## src/rtl/hazard_scheduler.sv

```systemverilog
// Decode-stage stall/flush controller: per-register pending-write scoreboard
// plus EX occupancy tracking for multi-cycle ops.
module hazard_scheduler #(
  parameter int N       = 3,
  parameter int CNT_W   = 2,
  parameter int MUL_CYC = 3,
  parameter int SC_W    = 16
) (
  input  logic            clk,
  input  logic            rst,
  input  logic            d_valid,
  input  logic [N-1:0]    d_src,
  input  logic [N-1:0]    d_dst,
  input  logic            d_use_src,
  input  logic            d_use_dst,
  input  logic            d_reg_write,
  input  logic            d_multi,
  input  logic            wb_reg_write,
  input  logic [N-1:0]    wb_dst,
  input  logic            ex_flush,
  output logic            pc_en,
  output logic            fd_en,
  output logic            fd_flush,
  output logic            de_bubble,
  output logic            issue,
  output logic            stall,
  output logic            ex_busy,
  output logic [1:0]      state,
  output logic [SC_W-1:0] stall_cycles
);

  localparam int NREG = 2 ** N;
  localparam int BW   = (MUL_CYC > 1) ? $clog2(MUL_CYC) : 1;

  typedef enum logic [1:0] {
    ST_RUN   = 2'd0,
    ST_RAW   = 2'd1,
    ST_BUSY  = 2'd2,
    ST_FLUSH = 2'd3
  } state_t;

  state_t            state_reg;
  logic [BW-1:0]     busy_cnt_reg;
  logic [SC_W-1:0]   stall_cycles_reg;
  logic [NREG-1:0]   pend_nz;
  logic [NREG-1:0]   pend_full;
  logic              raw;

  // One pending-write counter per architectural register.
  for (genvar gi = 0; gi < NREG; gi++) begin : g_pend
    localparam logic [N-1:0] IDX = N'(gi);
    logic [CNT_W-1:0] cnt_reg;
    logic             inc;
    logic             dec;

    assign inc = issue & d_reg_write & (d_dst == IDX);
    assign dec = wb_reg_write & (wb_dst == IDX) & (cnt_reg != '0);
    assign pend_nz[gi]   = (cnt_reg != '0);
    assign pend_full[gi] = (cnt_reg == '1);

    always_ff @(posedge clk or negedge rst) begin
      if (!rst) begin
        cnt_reg <= '0;
      end else if (inc && !dec) begin
        cnt_reg <= cnt_reg + 1'b1;
      end else if (dec && !inc) begin
        cnt_reg <= cnt_reg - 1'b1;
      end
    end
  end

  // The full-counter term keeps a further writer from wrapping its counter.
  assign raw = d_valid & ((d_use_src & pend_nz[d_src]) |
                          (d_use_dst & pend_nz[d_dst]) |
                          (d_reg_write & pend_full[d_dst]));

  assign ex_busy      = (busy_cnt_reg != '0);
  assign issue        = d_valid & ~raw & ~ex_busy & ~ex_flush;
  assign stall        = d_valid & ~issue & ~ex_flush;
  assign pc_en        = ~stall;
  assign fd_en        = ~stall;
  assign fd_flush     = ex_flush;
  assign de_bubble    = ~issue;
  assign state        = state_reg;
  assign stall_cycles = stall_cycles_reg;

  always_ff @(posedge clk or negedge rst) begin
    if (!rst) begin
      busy_cnt_reg     <= '0;
      state_reg        <= ST_RUN;
      stall_cycles_reg <= '0;
    end else begin
      if (issue && d_multi) begin
        busy_cnt_reg <= BW'(MUL_CYC - 1);
      end else if (busy_cnt_reg != '0) begin
        busy_cnt_reg <= busy_cnt_reg - 1'b1;
      end

      if (ex_flush) begin
        state_reg <= ST_FLUSH;
      end else if (d_valid && raw) begin
        state_reg <= ST_RAW;
      end else if (d_valid && ex_busy) begin
        state_reg <= ST_BUSY;
      end else begin
        state_reg <= ST_RUN;
      end

      if (stall && (stall_cycles_reg != '1)) begin
        stall_cycles_reg <= stall_cycles_reg + 1'b1;
      end
    end
  end

endmodule

```

## config.mk

```make
export PLATFORM = sky130hd
export DESIGN_NAME = hazard_scheduler
export DESIGN_NICKNAME = d
export VERILOG_FILES = /design/src/rtl/hazard_scheduler.sv
export SDC_FILE = /design/constraint.sdc
export NUM_CORES = 1
export LEC_CHECK = 0
export BUFFER_PORTS_ARGS = -buffer_cell sky130_fd_sc_hd__buf_4
export CORE_AREA = 2 2 77 79
export DETAILED_ROUTE_END_ITERATION = 10
export DIE_AREA = 0 0 79 81
export GPL_TIMING_DRIVEN = 0
export PLACE_DENSITY = 0.6
export SLEW_MARGIN = 20
export SYNTH_ARGS = -nofsm -noshare
export SYNTH_HDL_FRONTEND = slang
export SYNTH_SLANG_ARGS = --single-unit
```

## constraint.sdc

```tcl
create_clock -name clk -period 7.01 [get_ports clk]
set_clock_uncertainty 0.05 [all_clocks]
set_input_delay 1.402 -clock clk [delete_from_list [all_inputs] [get_ports clk]]
set_output_delay 1.402 -clock clk [all_outputs]
set_load 0.1 [all_outputs]
```

---- Word-level counts from Yosys, hierarchy flattened ----
Cells that the tools add are included.
operators by class
  bitwise gates (word level) .............. 41
  equality and inequality tests ........... 23
  mux-type cells .......................... 27
  magnitude comparators ................... 2
  add/sub/neg operators ................... 18
  reductions and logical operators ........ 56
operators by type and width
  kind                                                                    count
  2-bit two-way mux                                                       21
  2-bit nonzero test                                                      18
  1-bit bitwise AND                                                       34
  3-bit equality test (second input constant)                             8
  1-bit logical AND                                                       20
  2-bit by 1-bit subtractor with 2-bit output (second input constant)     9
  16-bit by 1-bit adder with 16-bit output (second input constant)        1
  2-bit by 1-bit adder with 2-bit output (second input constant)          8
  2-bit equality test (second input constant)                             8
  1-bit logical NOT                                                       16
  16-bit != test (second input constant)                                  1
  3-bit by 2-bit equality test with 1-bit output (second input constant)  4
  1-bit binary-select mux with 3-bit select                               3
  3-bit by 4-bit < comparator with 1-bit output (second input constant)   2
  3-bit by 1-bit equality test with 1-bit output (second input constant)  2
  3-bit logical NOT                                                       2
  1-bit NOT                                                               5
  1-bit two-way mux                                                       3
  1-bit OR                                                                2
word-level totals
  logic and storage cells ................. 178
  bits in registers ....................... 36

---- Longest topological paths before layout ----
Gate-level depths: netlist of the first run.
  word-level depth ........................ 17
  depth in mapped cells ................... 12

---- Least setup slack after synthesis of the first run ----
Ideal clock, no wire load.
  kind .................................... input port to output port
  from .................................... in d_dst[0]
  to ...................................... out stall
  setup slack ............................. 1.666 ns
  stages .................................. 8
  data required time ...................... 5.558 ns
  arrival time ............................ 3.892 ns
  buffers on the path ..................... 2
  path through ............................ buf_4 and2_2 a221oi_2 a32oi_2 nand4_2 buf_2 nand2_1 inv_1
on the way
  word-level cells in the longest chain between the ends .. 13
  elaborated cells on any way between the ends .. 16
ends and longest elaborated chain
  element                                    RTL line  source
  start: declaration                         13        input logic [N-1:0] d_dst,
  1-bit binary-select mux with 3-bit select  74        (d_use_dst & pend_nz[d_dst]) |
  1-bit two-way mux (implied by the code)    74
  1-bit bitwise AND                          74
  1-bit OR                                   73        assign raw = d_valid & ((d_use_src & pend_nz[d_src]) |
  1-bit OR *                                 74
  1-bit bitwise AND *                        73
  1-bit NOT *                                78        assign issue = d_valid & ~raw & ~ex_busy & ~ex_flush;
  1-bit bitwise AND * (3 in a row)           78
  1-bit NOT *                                79        assign stall = d_valid & ~issue & ~ex_flush;
  1-bit bitwise AND * (2 in a row)           79
  end: declaration                           26        output logic stall,
Every way passes the cells marked *; elsewhere a longest branch is shown, timed or not. The select of a mux whose other input is x is not followed.

---- Worst setup path in the final report of the first run ----
  from .................................... in d_dst[1]
  to ...................................... out pc_en
on the way
  word-level cells in the longest chain between the ends .. 14
  elaborated cells on any way between the ends .. 17
ends and longest elaborated chain
  element                                    RTL line  source
  1-bit binary-select mux with 3-bit select  74
  1-bit two-way mux (implied by the code)    74
  1-bit bitwise AND                          74
  1-bit OR                                   73
  1-bit OR *                                 74
  1-bit bitwise AND *                        73
  1-bit NOT *                                78
  1-bit bitwise AND * (3 in a row)           78
  1-bit NOT *                                79
  1-bit bitwise AND * (2 in a row)           79
  1-bit NOT *                                80        assign pc_en = ~stall;
  end: declaration                           21        output logic pc_en,
Marked as above.

==> metrics.txt, run 1 <==
outcome=complete, no violations; worst setup path class=in -> out; MaxCap Viol Count=0; GR peak layer=met2; commonest register cell after synthesis=sky130_fd_sc_hd__dfrtp_1; residual overflow from global routing=0; total number of vias=1867; Clock Tree Buf Depth=2; setup repair after global routing missed its margin=no; maximum level of the CTS H-tree=2; Die Area=6400 um2; Fin. Hold Viols=0; PnR Total Power=1000 uW; final wirelength=5150 um; Num Clock Sinks=36; width of the die=79 um; post-synthesis instance total=231; layout cell share with drive strength beyond 1=23.9%; number of buffers added to fix hold violations after cts=0; number of nets with antenna violations after detailed routing=0; Critical Path AT=3310 ps; proportion of power drawn by the clock network=18.6%; Final TNS setup=0 ps; initial core utilization=40.2%; sw frac=47.4%; synthesized-area fraction occupied by adder cells=5.48%; Port Buffer Count=41; reg-to-reg endpoint=g_pend[2].cnt_reg[1]; GRT Util Overall=17.2%; antenna diode count=0; cell at the root of the clock tree=sky130_fd_sc_hd__clkbuf_8; data required time at the worst endpoint=5560 ps; type of the most critical hold path=reg -> reg; area of the mapped netlist=2280 um2; number of cell rows=28; shortest clock period the worst path allows after layout=4760 ps; total of cells resized after clock tree synthesis=0; global routing usage on met2=26.7%; vertical die dimension=81 um; I/O Pins=43; PwrDens=358 nW/um2; Global Route met3 Usage=3.67%; Synth Area in Compound Gates=10.6%; R2R Path Start=g_pend[2].cnt_reg[0]; worst-case headroom to the max-slew limit=69.3%; total count of max-transition violations in the final report=0; proportion of synthesized area in mux cells=0.493%; yosys warns=0; global-route wire length before repair=8550 um; final core area utilization=49.3%; drc violations=0; total iterations of the first detailed-routing run=4; static power due to leakage=0.00128 uW; sequential cell area fraction in the yosys report=39.5%; largest family of logic cells by synthesized area=simple AND/OR/NAND/NOR gates; Final WS setup=2250 ps; Max Fanout on Critical Path=10; post-synthesis sequential element count=36; initial antenna violation count=0; power share of the sequential group=36.2%; Synth async-reset ratio=100%; Synth cell types=47; xor/xnor cell area share of the yosys netlist=15.0%; Nets=307; via density per instance=5.26; internal portion of total power=526 uW; per-instance average area after synthesis=9.89 um2; number of synthesized flops with an enable pin=0; total clock buffers created by CTS=5; combinational power share=45.2%; share of synthesized cell area in and, or, nand and nor gates=25.0%; area overhead of the layout relative to synthesis=22.5%; type of element capturing the critical path=primary output; Worst Max-Slew Pin Slew=460 ps; Initial DRC Count=125; switching power=475 uW; Placer Congestion=0.786; IR drop worst, VDD=0.255 mV; clock tree from TritonCTS=yes; met1 track utilization from global routing=24.0%; insertion delay to the later sink of the worst-skew pair=300 ps; final clock period utilization by the worst path=67.9%; maximum number of pins on one net before global-route repair=37; placeable core area=5680 um2; WL/cell=14.5 um; post-CTS clock slew at the launch and capture registers of the worst setup and hold paths=80 ps; depth of the most critical reg-to-reg path=12; syn nets=259; via count of the first global-routing pass=1746; placed wire-length estimate=3850 um; Worst Setup Slack post-DPL=2240 ps; reg2reg setup slack=4360 ps; Worst Setup Start Kind=primary input; launch point of the worst path=d_dst[1]; end point of the critical path=pc_en; Max Freq=210 MHz; number of setup violations in the final report=0; buffers inserted during post-CTS setup optimization=0
==> cell families (layout without fill, tap and decap cells) <==
group | count (synthesis) | in the layout
buf+inv | 17 | 66
mux | 1 | 1
xor+xnor | 39 | 39
fa+ha+maj | 10 | 10
compound gates | 27 | 27
flops | 36 | 36
simple gates | 101 | 101
==> layout by cell type (no fill, tap or decap), drive strengths merged, types with 2 or more instances in the layout <==
cell type	instances
and4	2
o31a	2
nand2	19
a311o	2
xor2	17
a32oi	2
nor2b	2
clkbuf	8
a311oi	2
a21oi	2
ha	10
nor4b	2
nor3b	4
nor2	19
and3b	3
a22oi	2
and3	11
nor3	8
nor4	4
o2111ai	2
nand4	5
a221oi	2
nand3	13
dfrtp	36
xnor2	22
and2	2
buf	47
nand2b	3
o21bai	6
inv	8
==> metal layers <==
metal  vias up  wire, um
met4         0        71
li1        917         -
met2        44      2340
met1       899      2470
met5         -         0
met3         7       265
==> through the flow <==
stage | area (um2) | instances | hold slack (ps)
final | 2800 | 355 | 443
after global routing | 2800 | 355 | 480
after CTS | 2800 | 355 | 450
after detailed placement | 2690 | 347 | 435
after global placement | 2690 | 347 | 431
after floorplan | 2280 | 231 | 414
==> critical path: stages <==
cell and delay [ps]:
sky130_fd_sc_hd__buf_4 130, sky130_fd_sc_hd__buf_4 170, sky130_fd_sc_hd__a311o_1 360, sky130_fd_sc_hd__a32oi_2 230, sky130_fd_sc_hd__nand4_2 240, sky130_fd_sc_hd__buf_2 260
sky130_fd_sc_hd__nand2_1 120, sky130_fd_sc_hd__buf_4 110, sky130_fd_sc_hd__buf_4 270
==> synth_stat cells (2+ instances only) <==
master | count | share of area, %
sky130_fd_sc_hd__nand2_1 | 19 | 3.1
sky130_fd_sc_hd__nor2b_1 | 2 | 0.55
sky130_fd_sc_hd__o31a_1 | 2 | 0.77
sky130_fd_sc_hd__xor2_1 | 17 | 6.5
sky130_fd_sc_hd__nand4_1 | 4 | 1.1
sky130_fd_sc_hd__dfrtp_1 | 36 | 39
sky130_fd_sc_hd__o2111ai_1 | 2 | 0.77
sky130_fd_sc_hd__a311oi_1 | 2 | 0.77
sky130_fd_sc_hd__inv_1 | 7 | 1.2
sky130_fd_sc_hd__nor4b_1 | 2 | 0.77
sky130_fd_sc_hd__o21bai_1 | 6 | 2.0
sky130_fd_sc_hd__nor4_2 | 4 | 2.2
sky130_fd_sc_hd__and3b_1 | 3 | 1.2
sky130_fd_sc_hd__nor2_1 | 19 | 3.1
sky130_fd_sc_hd__a221oi_2 | 2 | 1.3
sky130_fd_sc_hd__ha_1 | 10 | 5.5
sky130_fd_sc_hd__and3_1 | 11 | 3.0
sky130_fd_sc_hd__a311o_1 | 2 | 0.88
sky130_fd_sc_hd__and4_1 | 2 | 0.77
sky130_fd_sc_hd__buf_4 | 4 | 1.3
sky130_fd_sc_hd__nor3_1 | 8 | 1.8
sky130_fd_sc_hd__clkbuf_1 | 3 | 0.49
sky130_fd_sc_hd__xnor2_1 | 22 | 8.4
sky130_fd_sc_hd__a21oi_1 | 2 | 0.44
sky130_fd_sc_hd__nand3_1 | 13 | 2.8
sky130_fd_sc_hd__nand2b_1 | 3 | 0.82
sky130_fd_sc_hd__nor3b_1 | 4 | 1.3
==> worst min path at each step <==
stage / start / end / slack [ps] / cells past startpoint
after floorplan: g_pend[3].cnt_reg[1] / g_pend[3].cnt_reg[1] / 410 / 1
after global placement: stall_cycles[8] / stall_cycles[8] / 430 / 1
after detailed placement: stall_cycles[4] / stall_cycles[4] / 430 / 1
after CTS: g_pend[7].cnt_reg[1] / g_pend[7].cnt_reg[1] / 450 / 1
after global routing: stall_cycles[4] / stall_cycles[4] / 480 / 1
final: stall_cycles[8] / stall_cycles[8] / 440 / 1
==> area by class of cell <==
cell class                 instances  area [um2]
timing repair buffer              41         308
tap                               75        93.8
buffer                             9        57.6
clock inverter                     3        42.5
inverter                           8        35.0
clock buffer                       5        68.8
multi-input combinational        178        1290
sequential                        36         901
fill                             582        2880
==> power by group through the flow <==
| stage | combinational, uW | sequential [uW] | clock (uW) |
|---|---|---|---|
| final | 453 | 362 | 186 |
| after global routing | 490 | 375 | 200 |
| after CTS | 457 | 362 | 193 |
| after detailed placement | 455 | 366 | 0 |
| after global placement | 451 | 363 | 0 |
| after floorplan | 238 | 470 | 0 |
(Power assumes the default switching activity.)
==> run 2, diff against run 1 <==
--- a/config.mk
+++ b/config.mk
@@ -5,12 +5,13 @@
 export SDC_FILE = /design/constraint.sdc
 export NUM_CORES = 1
 export LEC_CHECK = 0
+export ABC_AREA = 1
 export BUFFER_PORTS_ARGS = -buffer_cell sky130_fd_sc_hd__buf_4
-export CORE_AREA = 2 2 77 79
+export CORE_AREA = 2 2 80 82
 export DETAILED_ROUTE_END_ITERATION = 10
-export DIE_AREA = 0 0 79 81
+export DIE_AREA = 0 0 82 84
 export GPL_TIMING_DRIVEN = 0
-export PLACE_DENSITY = 0.6
+export PLACE_DENSITY = 0.62
 export SLEW_MARGIN = 20
 export SYNTH_ARGS = -nofsm -noshare
 export SYNTH_HDL_FRONTEND = slang
==> constraint.sdc (replaced) <==
create_clock -name clk -period 3.8 [get_ports clk]
set_clock_uncertainty 0.05 [all_clocks]
set_input_delay 0.76 -clock clk [delete_from_list [all_inputs] [get_ports clk]]
set_output_delay 0.76 -clock clk [all_outputs]
set_load 0.1 [all_outputs]
==> metrics.txt, run 2 <==
outcome=complete, no violations; area overhead of the layout relative to synthesis=21.2%; slowest cell on the critical path=sky130_fd_sc_hd__buf_4; PwrDens=567 nW/um2; area of the multi-input gates=1340 um2; biggest area contributors in the synthesized netlist=sky130_fd_sc_hd__dfrtp_1, sky130_fd_sc_hd__nand2_1, sky130_fd_sc_hd__xnor2_1, sky130_fd_sc_hd__inv_1, sky130_fd_sc_hd__nor2_1; Final TNS setup=0 ps; Critical Path AT=2420 ps; Synth cell types=26; GRT Util Overall=18.5%; Nets=420; Max Fanout on Critical Path=10; IR drop worst, VDD=0.437 mV; Num Clock Sinks=36; placed wire-length estimate=4300 um; yosys warns=0; post-synthesis instance total=343; number of cell rows=29; Clock Tree Buf Depth=2; maximum number of pins on one net before global-route repair=37; residual overflow from global routing=0; Worst Max-Slew Pin Slew=499 ps; Worst Setup Start Kind=primary input; sequential standard cell area=901 um2; per-instance average area after synthesis=7.18 um2; initial core utilization=40.4%; number of nets with antenna violations after detailed routing=0; Initial DRC Count=125; clock tree from TritonCTS=yes; shortest clock period the worst path allows after layout=3230 ps; total of cells resized after clock tree synthesis=0; layout cell share with drive strength beyond 1=18.6%; type of the most critical hold path=in -> async; via count of the first global-routing pass=2124; antenna diode count=0; post-CTS clock slew at the launch and capture registers of the worst setup and hold paths=80 ps; Die Area=6890 um2; cell at the root of the clock tree=sky130_fd_sc_hd__clkbuf_8; I/O Pins=43; number of buffers added to fix hold violations after cts=0; cell-by-cell listing of the critical path=buf_4 -> nor2_2 -> nand2_1 -> nand2_1 -> inv_1 -> nand3_1 -> nand2_1 -> nand2_1 -> nand4_1 -> buf_6 -> buf_6 -> nand2_2 -> buf_4 -> buf_4; data required time at the worst endpoint=2990 ps; number of setup violations in the final report=0; Synth async-reset ratio=100%; leading cell type in the layout, fill and taps excluded=sky130_fd_sc_hd__nand2_1; drc violations=0; syn nets=371; total number of vias=2265; total iterations of the first detailed-routing run=4; Placer Congestion=0.886; most instantiated library cell after synthesis=sky130_fd_sc_hd__nand2_1; commonest register cell after synthesis=sky130_fd_sc_hd__dfrtp_1; cell type with the highest aggregate area in the netlist=sky130_fd_sc_hd__dfrtp_1; placeable core area=6100 um2; sum of met3 wire segment lengths after detailed routing=296 um; leading cell types by count after synthesis=sky130_fd_sc_hd__nand2_1, sky130_fd_sc_hd__inv_1, sky130_fd_sc_hd__dfrtp_1, sky130_fd_sc_hd__nor2_1, sky130_fd_sc_hd__nand3_1; via density per instance=4.82; worst-case headroom to the max-slew limit=66.7%; MaxCap Viol Count=0; top layer reached by signal wires=met4; PnR Total Power=1690 uW; final clock period utilization by the worst path=84.9%; max incr delay on CP=270 ps; post-synthesis sequential element count=36; Max Freq=310 MHz; sequential cell area fraction in the yosys report=36.6%; WL/cell=11.9 um; WL met2=2490 um; filler cell count in the final layout=620; number of synthesized flops with an enable pin=0; worst setup path class=in -> out; setup repair after global routing missed its margin=no; width of the die=82 um; vertical die dimension=84 um; total count of max-transition violations in the final report=0; total clock buffers created by CTS=5; Fin. Hold Viols=0; buffers inserted during post-CTS setup optimization=0; global-route wire length before repair=10000 um; depth of the most critical reg-to-reg path=14; initial antenna violation count=0; type of element capturing the critical path=primary output; area of the mapped netlist=2460 um2; Port Buffer Count=42; final wirelength=5580 um; static power due to leakage=0.00150 uW; maximum level of the CTS H-tree=2; cell repeated most along the worst path=sky130_fd_sc_hd__nand2_1; share of the synthesized area in the top cell type=36.6%; commonest non-fill, non-tap cells in the layout=sky130_fd_sc_hd__nand2_1, sky130_fd_sc_hd__buf_4, sky130_fd_sc_hd__inv_1; insertion delay to the later sink of the worst-skew pair=290 ps; Met1 Routed Length=2700 um
==> run 2: cell type report <==
cell class,count,area share [%]
inverters,46,5.78
clock inverters,3,1.42
clock buffers,5,2.30
multi-input cells,253,44.7
well taps,77,3.23
flip-flops and latches,36,30.2
plain buffers,8,1.80
repair buffers,42,10.6
==> run 2: worst paths after layout <==
| path | slack, ps | from | to |
|---|---|---|---|
| hold reg to reg | 450 | g_pend[0].cnt_reg[1] | g_pend[0].cnt_reg[1] |
| max in group asynchronous | 3000 | rst | g_pend[1].cnt_reg[0] |
| setup / recovery | 570 | d_dst[0] | pc_en |
| setup reg to reg | 1350 | g_pend[7].cnt_reg[0] | g_pend[6].cnt_reg[1] |
| hold / removal | 360 | rst | g_pend[6].cnt_reg[0] |
| min in group clk | 450 | g_pend[0].cnt_reg[1] | g_pend[0].cnt_reg[1] |
==> run 2: power by group <==
| part | switching (uW) | internal [uW] |
|---|---|---|
| combinational | 501 | 229 |
| clock | 150 | 194 |
| sequential | 116 | 504 |
| total | 767 | 927 |
==> run 2: routing by layer <==
metal	GRT usage, %	vias to the layer above
li1	-	1190
met1	26.6	1006
met2	28.2	61
met3	3.46	8
met4	5.30	0
met5	0	-
==> run 2: cell families (layout without fill, tap and decap cells) <==
| group | after synthesis | in the layout | synth area share [%] |
|---|---|---|---|
| buffers and inverters | 54 | 104 | 9.19 |
| xor gates and xnor gates | 24 | 24 | 8.53 |
| DFF | 36 | 36 | 36.6 |
| adders and majority gates | 10 | 10 | 5.08 |
| and+or+nand+nor | 195 | 195 | 35.7 |
| AOI/OAI and AO/OA | 24 | 24 | 4.98 |
==> run 2: per-stage QoR <==
step	cells	util, %	worst slack [ps]	area, um2	hold slack, ps
floorplan	343	-	196	2460	414
detailed placement	462	47.2	573	2880	437
CTS	470	49.0	560	2990	385
global placement	462	47.2	578	2880	435
finish	470	49.0	573	2990	355
global route	470	49.0	398	2990	400
==> run 2: worst max-delay path, delay by kind of cell <==
family | cells | cell delay, ps
buffers and inverters | 6 | 870
and+or+nand+nor | 8 | 780
==> run 3, diff against run 2 <==
--- a/config.mk
+++ b/config.mk
@@ -5,13 +5,13 @@
 export SDC_FILE = /design/constraint.sdc
 export NUM_CORES = 1
 export LEC_CHECK = 0
-export ABC_AREA = 1
+export ABC_AREA = 0
 export BUFFER_PORTS_ARGS = -buffer_cell sky130_fd_sc_hd__buf_4
-export CORE_AREA = 2 2 80 82
+export CORE_AREA = 2 2 77 79
 export DETAILED_ROUTE_END_ITERATION = 10
-export DIE_AREA = 0 0 82 84
+export DIE_AREA = 0 0 79 81
 export GPL_TIMING_DRIVEN = 0
-export PLACE_DENSITY = 0.62
+export PLACE_DENSITY = 0.6
 export SLEW_MARGIN = 20
 export SYNTH_ARGS = -nofsm -noshare
 export SYNTH_HDL_FRONTEND = slang
==> constraint.sdc (replaced) <==
create_clock -name clk -period 3.1 [get_ports clk]
set_clock_uncertainty 0.05 [all_clocks]
set_input_delay 0.62 -clock clk [delete_from_list [all_inputs] [get_ports clk]]
set_output_delay 0.62 -clock clk [all_outputs]
set_load 0.1 [all_outputs]
==> metrics.txt, run 3 (synthesized netlist as in run 1, its figures left out) <==
Die Area=6400 um2; antenna diode count=0; placeable core area=5680 um2; PwrDens=805 nW/um2; depth of the most critical reg-to-reg path=13; Max Freq=329 MHz; initial core utilization=40.2%; worst-case headroom to the max-slew limit=61.7%; reg-to-reg endpoint=g_pend[2].cnt_reg[1]; number of cell rows=28; tightest hold margin=224 ps; total iterations of the first detailed-routing run=4; Worst Setup Start Kind=primary input; Max Fanout on Critical Path=10; I/O Pins=43; WL/cell=14.4 um; maximum number of pins on one net before global-route repair=37; vertical die dimension=81 um; type of element capturing the critical path=primary output; Num Clock Sinks=36; outcome=complete, no violations; maximum level of the CTS H-tree=2; reg2reg setup slack=320 ps; data required time at the worst endpoint=2430 ps; commonest non-fill, non-tap cells in the layout=sky130_fd_sc_hd__buf_4, sky130_fd_sc_hd__dfrtp_1, sky130_fd_sc_hd__xnor2_1; worst setup path class=in -> out; Nets=311; total number of vias=1854; Port Buffer Count=41; area overhead of the layout relative to synthesis=25.9%; launch point of the worst path=d_dst[0]; end point of the critical path=de_bubble; cell at the root of the clock tree=sky130_fd_sc_hd__clkbuf_8; GRT Util Overall=16.6%; Placer Congestion=0.802; global-route wire length before repair=8350 um; layout cell share with drive strength beyond 1=26.4%; leading cell type in the layout, fill and taps excluded=sky130_fd_sc_hd__buf_4; number of setup violations in the final report=0; Initial DRC Count=140; residual overflow from global routing=0; total clock buffers created by CTS=5; MaxCap Viol Count=0; final wirelength=5180 um; final clock period utilization by the worst path=98.1%; type of the most critical hold path=in -> async; Fin. Hold Viols=0; IR drop worst, VDD=0.657 mV; insertion delay to the later sink of the worst-skew pair=290 ps; via count of the first global-routing pass=1731; filler cell count in the final layout=564; PnR Total Power=2310 uW; drc violations=0; total count of max-transition violations in the final report=0; number of nets with antenna violations after detailed routing=0; Worst Max-Slew Pin Slew=573 ps; Clock Tree Buf Depth=2; via density per instance=5.16; initial antenna violation count=0; post-CTS clock slew at the launch and capture registers of the worst setup and hold paths=70 ps; R2R Path Start=g_pend[2].cnt_reg[0]; width of the die=79 um; Critical Path AT=2370 ps; clock tree from TritonCTS=yes; shortest clock period the worst path allows after layout=3040 ps; placed wire-length estimate=3840 um; static power due to leakage=0.00129 uW
## run 3: through the flow
step | util [%] | TNS, ps | area [um2] | instances | worst slack (ps)
finish | 50.7 | 0 | 2880 | 359 | 60.3
CTS | 50.1 | 0 | 2850 | 356 | 19.2
detailed placement | 47.7 | -169 | 2710 | 347 | -115
global route | 50.7 | -8.28 | 2880 | 359 | -8.28
global placement | 47.7 | -128 | 2710 | 347 | -99.2
floorplan | - | 0 | 2300 | 231 | 81.2
## run 3: how the worst min path moves through the flow
stage	start	endpoint	slack, ps	cells past startpoint
3_3_place_gp	g_pend[3].cnt_reg[1]	g_pend[3].cnt_reg[1]	430	1
2_1_floorplan	rst	busy_cnt_reg[0]	270	0
4_1_cts	rst	g_pend[6].cnt_reg[0]	250	1
6_report	rst	g_pend[6].cnt_reg[0]	220	1
5_1_grt	rst	state[0]	270	1
3_5_place_dp	g_pend[7].cnt_reg[1]	g_pend[7].cnt_reg[1]	430	1
## run 3: layout make-up
cell class	instances	area, um2	share of cell area [%]
Inverter	8	38.8	1.35
Clock buffer	5	68.8	2.39
Buffer	9	60.1	2.09
Timing Repair Buffer	45	342	11.9
Clock inverter	3	42.5	1.48
Sequential cell	36	901	31.3
Tap cell	75	93.8	3.26
Multi-Input combinational cell	178	1330	46.2
## run 3: where the power goes
group / leakage, uW / switching, uW / total, uW / internal [uW]
clock network: 0.0000541 / 179 / 417 / 238
registers: 0.000453 / 189 / 818 / 629
logic: 0.000787 / 726 / 1080 / 354
## run 3: repair_timing
item / in CTS / in global routing
setup buffers: 1 / 3
setup endpoints to repair: 3 / 5
resized for setup: 4 / 1
pin swaps: 1 / 2
hold buffers: 0 / 0
## run 3: metal layers
metal	GRT usage, %	share of wire, %	vias up
met1	23.7	48	891
met4	5.17	1.0	0
li1	-	-	923
met5	0	0	-
met3	2.78	4.0	4
met2	25.8	47	36
## run 3: critical path, stage by stage
cell and delay, ps:
sky130_fd_sc_hd__buf_4 110, sky130_fd_sc_hd__buf_4 160, sky130_fd_sc_hd__and2_2 210, sky130_fd_sc_hd__a22oi_1 220, sky130_fd_sc_hd__a32oi_2 190, sky130_fd_sc_hd__buf_4 170, sky130_fd_sc_hd__and4_1 170, sky130_fd_sc_hd__buf_6 140
sky130_fd_sc_hd__inv_6 80, sky130_fd_sc_hd__buf_4 290
